==> src/rtl/fp_mult_pkg.sv <==
// rtl/fp_mult_pkg.sv - shared types, flag indices and format helpers for fp_mult_param
package fp_mult_pkg;

   typedef enum logic [2:0] {
      ST_IDLE   = 3'd0,
      ST_UNPACK = 3'd1,
      ST_MULT   = 3'd2,
      ST_NORM   = 3'd3,
      ST_ROUND  = 3'd4,
      ST_DONE   = 3'd5
   } state_t;

   typedef enum logic [1:0] {
      RND_RNE = 2'd0,
      RND_RTZ = 2'd1,
      RND_RUP = 2'd2,
      RND_RDN = 2'd3
   } rnd_t;

   localparam int FLAG_NV = 3;
   localparam int FLAG_OF = 2;
   localparam int FLAG_UF = 1;
   localparam int FLAG_NX = 0;

   function automatic int bias(input int exp_w);
      return (1 << (exp_w - 1)) - 1;
   endfunction

   // Returned wide so any format fits; callers keep the low 1+exp_w+man_w bits.
   function automatic logic [255:0] qnan(input int exp_w, input int man_w);
      logic [255:0] r;
      r = ((256'd1 << exp_w) - 256'd1) << man_w;
      r = r | (256'd1 << (man_w - 1));
      return r;
   endfunction

endpackage

==> src/rtl/fp_lzc.sv <==
// rtl/fp_lzc.sv - combinational leading-zero counter; all-zero input yields WIDTH
module fp_lzc #(
   parameter int WIDTH = 47,
   parameter int CNT_W = $clog2(WIDTH) + 1
) (
   input  logic [WIDTH-1:0] data,
   output logic [CNT_W-1:0] count
);

   // Ascending scan: the highest set bit is the last to write the count.
   always_comb begin
      count = CNT_W'(WIDTH);
      for (int i = 0; i < WIDTH; i++) begin
         if (data[i]) count = CNT_W'(WIDTH - 1 - i);
      end
   end

endmodule

==> src/rtl/fp_mult_param.sv <==
// rtl/fp_mult_param.sv - parametrised floating-point multiplier, fixed 4-edge latency,
// four rounding modes, flush-to-zero on underflow, result held under backpressure
module fp_mult_param
   import fp_mult_pkg::*;
#(
   parameter int EXP_W = 8,
   parameter int MAN_W = 23
) (
   input  logic                   clk,
   input  logic                   rst_n,
   input  logic                   valid_i,
   output logic                   ready_o,
   input  logic [EXP_W+MAN_W:0]   a_i,
   input  logic [EXP_W+MAN_W:0]   b_i,
   input  logic [1:0]             rnd_i,
   output logic                   valid_o,
   input  logic                   ready_i,
   output logic [EXP_W+MAN_W:0]   product_o,
   output logic [3:0]             flags_o
);

   localparam int W     = 1 + EXP_W + MAN_W;
   localparam int PW    = 2 * (MAN_W + 1);
   localparam int SW    = EXP_W + 2;
   localparam int LZ_W  = $clog2(PW - 1) + 1;
   localparam int XW    = ((SW > LZ_W) ? SW : LZ_W) + 2;
   localparam int BIAS_I = bias(EXP_W);

   localparam logic [255:0]         QNAN_WIDE = qnan(EXP_W, MAN_W);
   localparam logic [W-1:0]         QNAN      = QNAN_WIDE[W-1:0];
   localparam logic signed [SW-1:0] BIAS_S    = SW'(BIAS_I);
   localparam logic signed [XW-1:0] EXP_ONE   = XW'(1);
   localparam logic signed [XW-1:0] EXP_OVF   = XW'((1 << EXP_W) - 1);

   state_t                 state;
   logic [W-1:0]           a_q, b_q;
   rnd_t                   rnd_q;
   logic                   sign_q;
   logic                   special_q;
   logic [W-1:0]           spec_res_q;
   logic                   spec_nv_q;
   logic [MAN_W:0]         ma_q, mb_q;
   logic signed [SW-1:0]   ea_q, eb_q;
   logic [PW-1:0]          prod_q;
   logic signed [SW-1:0]   esum_q;
   logic [MAN_W:0]         mant_q;
   logic                   guard_q, sticky_q;
   logic signed [XW-1:0]   exp_q;
   logic [W-1:0]           product_q;
   logic [3:0]             flags_q;

   // Operand classification
   logic [EXP_W-1:0] a_exp, b_exp;
   logic [MAN_W-1:0] a_man, b_man;
   logic a_nan, a_inf, a_zero, a_snan;
   logic b_nan, b_inf, b_zero, b_snan;
   logic sign_u;

   assign a_exp  = a_q[W-2:MAN_W];
   assign b_exp  = b_q[W-2:MAN_W];
   assign a_man  = a_q[MAN_W-1:0];
   assign b_man  = b_q[MAN_W-1:0];
   assign a_nan  = (&a_exp) && (|a_man);
   assign b_nan  = (&b_exp) && (|b_man);
   assign a_inf  = (&a_exp) && !(|a_man);
   assign b_inf  = (&b_exp) && !(|b_man);
   assign a_zero = !(|a_exp) && !(|a_man);
   assign b_zero = !(|b_exp) && !(|b_man);
   assign a_snan = a_nan && !a_man[MAN_W-1];
   assign b_snan = b_nan && !b_man[MAN_W-1];
   assign sign_u = a_q[W-1] ^ b_q[W-1];

   logic         spec_hit;
   logic         spec_nv;
   logic [W-1:0] spec_res;

   always_comb begin
      spec_hit = a_nan || b_nan || a_inf || b_inf || a_zero || b_zero;
      spec_nv  = 1'b0;
      spec_res = {sign_u, {(W-1){1'b0}}};
      if (a_nan || b_nan) begin
         spec_res = QNAN;
         spec_nv  = a_snan || b_snan;
      end else if ((a_inf && b_zero) || (a_zero && b_inf)) begin
         spec_res = QNAN;
         spec_nv  = 1'b1;
      end else if (a_inf || b_inf) begin
         spec_res = {sign_u, {EXP_W{1'b1}}, {MAN_W{1'b0}}};
      end
   end

   // Normalisation: leading 1 ends up at bit 2*MAN_W of the product
   logic [LZ_W-1:0]      lz;
   logic [PW-2:0]        shifted;
   logic                 extra;
   logic signed [XW-1:0] esum_x;
   logic signed [XW-1:0] exp_n;

   fp_lzc #(.WIDTH(PW - 1), .CNT_W(LZ_W)) u_lzc (
      .data  (prod_q[PW-2:0]),
      .count (lz)
   );

   assign esum_x = {{(XW-SW){esum_q[SW-1]}}, esum_q};

   always_comb begin
      shifted = prod_q[PW-2:0];
      extra   = 1'b0;
      exp_n   = esum_x;
      if (prod_q[PW-1]) begin
         shifted = prod_q[PW-1:1];
         extra   = prod_q[0];
         exp_n   = esum_x + XW'(1);
      end else begin
         shifted = prod_q[PW-2:0] << lz;
         exp_n   = esum_x - XW'(lz);
      end
   end

   // Rounding and range checks
   logic                 inc;
   logic [MAN_W+1:0]     rounded;
   logic [MAN_W-1:0]     frac_r;
   logic signed [XW-1:0] exp_r;
   logic [W-1:0]         round_res;
   logic [3:0]           round_flags;
   logic [W-1:0]         inf_res, max_res;

   assign inf_res = {sign_q, {EXP_W{1'b1}}, {MAN_W{1'b0}}};
   assign max_res = {sign_q, {(EXP_W-1){1'b1}}, 1'b0, {MAN_W{1'b1}}};

   always_comb begin
      case (rnd_q)
         RND_RNE: inc = guard_q && (sticky_q || mant_q[0]);
         RND_RUP: inc = (guard_q || sticky_q) && !sign_q;
         RND_RDN: inc = (guard_q || sticky_q) && sign_q;
         default: inc = 1'b0;
      endcase
      rounded = {1'b0, mant_q} + {{(MAN_W+1){1'b0}}, inc};
      if (rounded[MAN_W+1]) begin
         frac_r = rounded[MAN_W:1];
         exp_r  = exp_q + XW'(1);
      end else begin
         frac_r = rounded[MAN_W-1:0];
         exp_r  = exp_q;
      end

      round_flags = 4'b0000;
      round_res   = {sign_q, exp_r[EXP_W-1:0], frac_r};
      if (exp_q < EXP_ONE) begin
         round_res            = {sign_q, {(W-1){1'b0}}};
         round_flags[FLAG_UF] = 1'b1;
         round_flags[FLAG_NX] = 1'b1;
      end else if (exp_r >= EXP_OVF) begin
         round_flags[FLAG_OF] = 1'b1;
         round_flags[FLAG_NX] = 1'b1;
         case (rnd_q)
            RND_RNE: round_res = inf_res;
            RND_RTZ: round_res = max_res;
            RND_RUP: round_res = sign_q ? max_res : inf_res;
            default: round_res = sign_q ? inf_res : max_res;
         endcase
      end else begin
         round_flags[FLAG_NX] = guard_q || sticky_q;
      end
   end

   always_ff @(posedge clk or negedge rst_n) begin
      if (!rst_n) begin
         state      <= ST_IDLE;
         a_q        <= '0;
         b_q        <= '0;
         rnd_q      <= RND_RNE;
         sign_q     <= 1'b0;
         special_q  <= 1'b0;
         spec_res_q <= '0;
         spec_nv_q  <= 1'b0;
         ma_q       <= '0;
         mb_q       <= '0;
         ea_q       <= '0;
         eb_q       <= '0;
         prod_q     <= '0;
         esum_q     <= '0;
         mant_q     <= '0;
         guard_q    <= 1'b0;
         sticky_q   <= 1'b0;
         exp_q      <= '0;
         product_q  <= '0;
         flags_q    <= '0;
      end else begin
         case (state)
            ST_IDLE: begin
               if (valid_i) begin
                  a_q   <= a_i;
                  b_q   <= b_i;
                  rnd_q <= rnd_t'(rnd_i);
                  state <= ST_UNPACK;
               end
            end
            ST_UNPACK: begin
               sign_q     <= sign_u;
               special_q  <= spec_hit;
               spec_res_q <= spec_res;
               spec_nv_q  <= spec_nv;
               // Subnormals: hidden bit 0, effective exponent 1
               ma_q       <= {|a_exp, a_man};
               mb_q       <= {|b_exp, b_man};
               ea_q       <= (|a_exp) ? {2'b00, a_exp} : {{(SW-1){1'b0}}, 1'b1};
               eb_q       <= (|b_exp) ? {2'b00, b_exp} : {{(SW-1){1'b0}}, 1'b1};
               state      <= ST_MULT;
            end
            ST_MULT: begin
               prod_q <= PW'(ma_q) * PW'(mb_q);
               esum_q <= ea_q + eb_q - BIAS_S;
               state  <= ST_NORM;
            end
            ST_NORM: begin
               mant_q   <= shifted[PW-2:MAN_W];
               guard_q  <= shifted[MAN_W-1];
               sticky_q <= (|shifted[MAN_W-2:0]) || extra;
               exp_q    <= exp_n;
               state    <= ST_ROUND;
            end
            ST_ROUND: begin
               product_q <= special_q ? spec_res_q : round_res;
               flags_q   <= special_q ? {spec_nv_q, 3'b000} : round_flags;
               state     <= ST_DONE;
            end
            ST_DONE: begin
               if (ready_i) state <= ST_IDLE;
            end
            default: state <= ST_IDLE;
         endcase
      end
   end

   assign ready_o   = (state == ST_IDLE);
   assign valid_o   = (state == ST_DONE);
   assign product_o = product_q;
   assign flags_o   = valid_o ? flags_q : 4'b0000;

endmodule

==> config.mk <==
export PLATFORM = sky130hd
export DESIGN_NAME = fp_mult_param
export DESIGN_NICKNAME = d
export VERILOG_FILES = /design/src/rtl/fp_mult_pkg.sv /design/src/rtl/fp_lzc.sv /design/src/rtl/fp_mult_param.sv
export SDC_FILE = /design/constraint.sdc
export NUM_CORES = 2
export LEC_CHECK = 0
export ABC_CLOCK_PERIOD_IN_PS = 8100
export CAP_MARGIN = 15
export CORE_MARGIN = 5
export CORE_UTILIZATION = 65
export CTS_BUF_LIST = sky130_fd_sc_hd__clkbuf_4 sky130_fd_sc_hd__clkbuf_8
export CTS_CLUSTER_DIAMETER = 40
export DETAILED_ROUTE_END_ITERATION = 12
export PLACE_DENSITY = 0.84
export SYNTH_ARGS = -nofsm -noshare
export SYNTH_HDL_FRONTEND = slang
export SYNTH_HIERARCHICAL = 1
export SYNTH_SLANG_ARGS = --single-unit
==> constraint.sdc <==
create_clock -name clk -period 8.1 [get_ports clk]
set_input_delay 2.43 -clock clk [delete_from_list [all_inputs] [get_ports clk]]
set_output_delay 2.43 -clock clk [all_outputs]
set_load 0.02 [all_outputs]
==> flow_summary_export.csv <==
group,metric,value,unit
synth,synth.lib_cells_used.distinct,79,
floorplanning,rows,84,
global_route,total_congestion_overflow,0,
clocking,total_of_cells_resized_after_clock_tree_synthesis,0,
floorplanning,ios,108,
clocking,postCtsSetupBuffers,0,
routing,drt_drc_violations_left,0,
floorplanning,die_y,239,um
hold_path,timing.hold.worst.class,"reg2reg",
synth,synth_commonest_cells,"nand2_1 (724), inv_1 (586), fa_1 (484), and2_1 (297), dfrtp_1 (270)",
final_layout,post_route_cells_drive_above_1_share,7.91,%
critical_path,critical_path.cell_chain,"buf_4 > nand2_1 > fa_1 > inv_1 > fa_1 > fa_1 > fa_1 > fa_1 > fa_1 > inv_1 > fa_1 > inv_1 > ha_1 > nand2_1 > o21ai_1 > a211oi_1 > a211oi_1 > nor2_1 > o31ai_1 > a221oi_1 > nor4bb_1 > or3_1",
synth,cell_types_with_the_largest_area_share_after_synthesis,"fa_1 (28%), dfrtp_1 (20%), nand2_1 (8.0%)",
final_layout,num_antenna_cells,0,
routing,post_drt_wl_per_cell,21.1,um
floorplanning,die_width,239,um
final_layout,final_net_count,4602,
sta,timing.max_slew.rel_slack,26.1,%
synth,synth_warnings,6,
place,hpwl,73300,um
critical_path,ff2ff_setup_slack,0.22,ns
sta,grt_setup_unrepaired,"no",
critical_path,critical_path_required,8.60,ns
synth,avgSynthCellArea,8.95,sq um
critical_path,start_kind,"flip-flop",
place,finalWeightedCongestion,1.00,
floorplanning,initial_core_util,65.3,%
clocking,cts_sinks,270,
global_route,grt_antenna_before_repair,0,
sta,report.final.slew_viol_count,0,
global_route,grt_usage,34.0,%
routing,routed_wl,96400,um
critical_path,cp.buffers_inverters,4,
sta,max_slew.worst_pin.slew,1.11,ns
clocking,clk_latency,0.66,ns
global_route,largest_net_degree_at_the_start_of_global_routing,162,
routing,final_antenna_net_count,0,
sta,fin_crit_sh,97.3,%
synth,synth.most_common_cell,"nand2_1",
synth,proportion_of_synthesized_chip_area_in_sequential_cells,19.8,%
synth,synthesized_cell_area,34100,sq um
clocking,cts.hold.buffers_added,0,
sta,setup-tns-final,0,ns
critical_path,critical_path_class,"reg2reg",
synth,number_of_enable_flip_flop_cells_after_synthesis,0,
floorplanning,design.core.area,52200,sq um
clocking,clock_buffer_count_from_cts,49,
critical_path,critPathMaxStageDelay,0.70,ns
routing,detail_route.wirelength.met1,36200,um
routing,detailroute.wirelength.met2,43600,um
synth,synth.net_count,4568,
synth,synth.top_cell.area_share,28.4,%
clocking,number_of_h_tree_levels,2,
clocking,clk_pin_slew_worst_paths,0.06,ns
outcome,status,"complete, no violations",
routing,vias_per_cell,6.12,
floorplanning,die_area,57200,sq um
critical_path,worst_path_most_repeated_cell,"fa_1",
synth,synth_cells,3810,
clocking,clockRootBuffer,"clkbuf_8",
sta,clock_skew,0.0489,ns
synth,postSynth.asyncResetShare,100,%
critical_path,arrival,8.38,ns
sta,final_period_minus_worst_setup_slack,7.88,ns
critical_path,cp_max_fo,13,
place,placement.io_buffers,107,
final_layout,flow.area_growth_from_synthesis,8.76,%
flow_run,max-cap-violations,0,
sta,setup_viol_count_final,0,
global_route,wire_length_of_the_first_global_routing_pass,154000,um
sta,hold_violations,0,
global_route,grt_pass1_vias,28594,
critical_path,crit_path_top_delay_cell,"dfrtp_1",
clocking,clock_path_buffers,3,
sta,maximum_clock_frequency,127,MHz
clocking,tritoncts,"built",
routing,wl_met3,11400,um
critical_path,endpoint_kind,"flip-flop",
routing,top_layer,"met4",
critical_path,critical_path.top_delay_family,"adder cells",
synth,synth_top_area_cell,"fa_1",
synth,yosys_register_bits,270,
routing,first_iter_violations,3045,
synth,ys.flop_type,"dfrtp_1",
routing,dr_total_vias,27939,
routing,drtPass1Iterations,6,
-- flip-flops by register name, indices dropped and copies added, names as in the netlist, 10 cells and up --
name	count
a_q	32
b_q	32
esum_q	10
exp_q	11
ma_q	24
mant_q	24
mb_q	24
prod_q	48
product_o	32
-- placed cells by master, fill, tap and decap left out, types with 19 or more instances in the layout --
cell type	count
nand2_1	723
inv_1	586
fa_1	484
and2_1	296
dfrtp_1	270
ha_1	204
nor2_1	183
o21ai_0	142
clkdlybuf4s50_1	106
a21oi_1	83
buf_4	79
mux2_2	74
clkbuf_8	61
xor2_1	45
xnor2_1	41
mux4_2	40
mux2i_1	39
nand3_1	26
nor4_1	26
a221oi_1	26
nor3_1	25
nand4_1	22
a22o_1	21
a21o_1	21
a31oi_1	20
and3_1	19
-- metal layers --
metal / GRT usage, % / vias to the layer above
met4: 14.8 / 0
met2: 52.6 / 1708
met3: 8.91 / 380
li1: - / 12154
met1: 45.9 / 13697
met5: 0 / -
-- worst paths after layout --
| kind | depth (start not counted) | end | startpoint |
|---|---|---|---|
| min in group asynchronous | 1 | b_q[25] | rst_n |
| min reg2reg | 2 | flags_q[3] | flags_q[3] |
| max in group asynchronous | 2 | prod_q[3] | rst_n |
| max | 22 | prod_q[46] | ma_q[10] |
| max reg2reg | 22 | prod_q[46] | ma_q[10] |
| min | 2 | flags_q[3] | flags_q[3] |
-- logic make-up (layout without fill, tap and decap cells) --
family | after synthesis | in the layout | share of synthesized area [%]
muxes | 153 | 153 | 6.23
and+or+nand+nor | 1389 | 1389 | 18.9
other | 1 | 1 | 0.0110
xor gates and xnor gates | 86 | 86 | 2.21
adders and majority gates | 688 | 688 | 35.9
DFF | 270 | 270 | 19.8
buffers and inverters | 791 | 860 | 8.76
AOI/OAI and AO/OA | 432 | 432 | 8.16
-- final cells by class --
cell class	count	area, sq um
inverters	587	2200
repair buffers	187	1690
flip-flops and latches	270	6760
well taps	688	861
clock buffers	72	922
clock inverters	14	250
fillers	3781	15100
multi-input cells	2749	24400
-- worst register-to-register path, cell delays in order (launching register included) --
cell      delay (ns)
dfrtp_1         0.70
buf_4           0.35
nand2_1         0.13
fa_1            0.59
inv_1           0.05
fa_1            0.51
fa_1            0.63
fa_1            0.46
fa_1            0.48
fa_1            0.51
inv_1           0.05
fa_1            0.50
inv_1           0.06
ha_1            0.42
nand2_1         0.08
o21ai_1         0.34
a211oi_1        0.14
a211oi_1        0.34
nor2_1          0.14
o31ai_1         0.51
a221oi_1        0.21
nor4bb_1        0.16
or3_1           0.37
-- stage by stage --
stage	instance area (sq um)	setup slack (ns)	hold WS, ns	utilization [%]	instances
final	37100	0.216	0.470	71.0	4567
after global placement	35900	0.532	0.446	68.8	4481
after floorplan	34100	1.22	0.430	-	3810
after global routing	37100	0.0330	0.504	71.0	4567
after CTS	37100	0.345	0.473	71.0	4567
after detailed placement	35900	0.405	0.458	68.8	4481
Power is left out: the tool's default activity adds up to more than one toggle a clock period on the data nets, which glitch-free logic cannot reach.
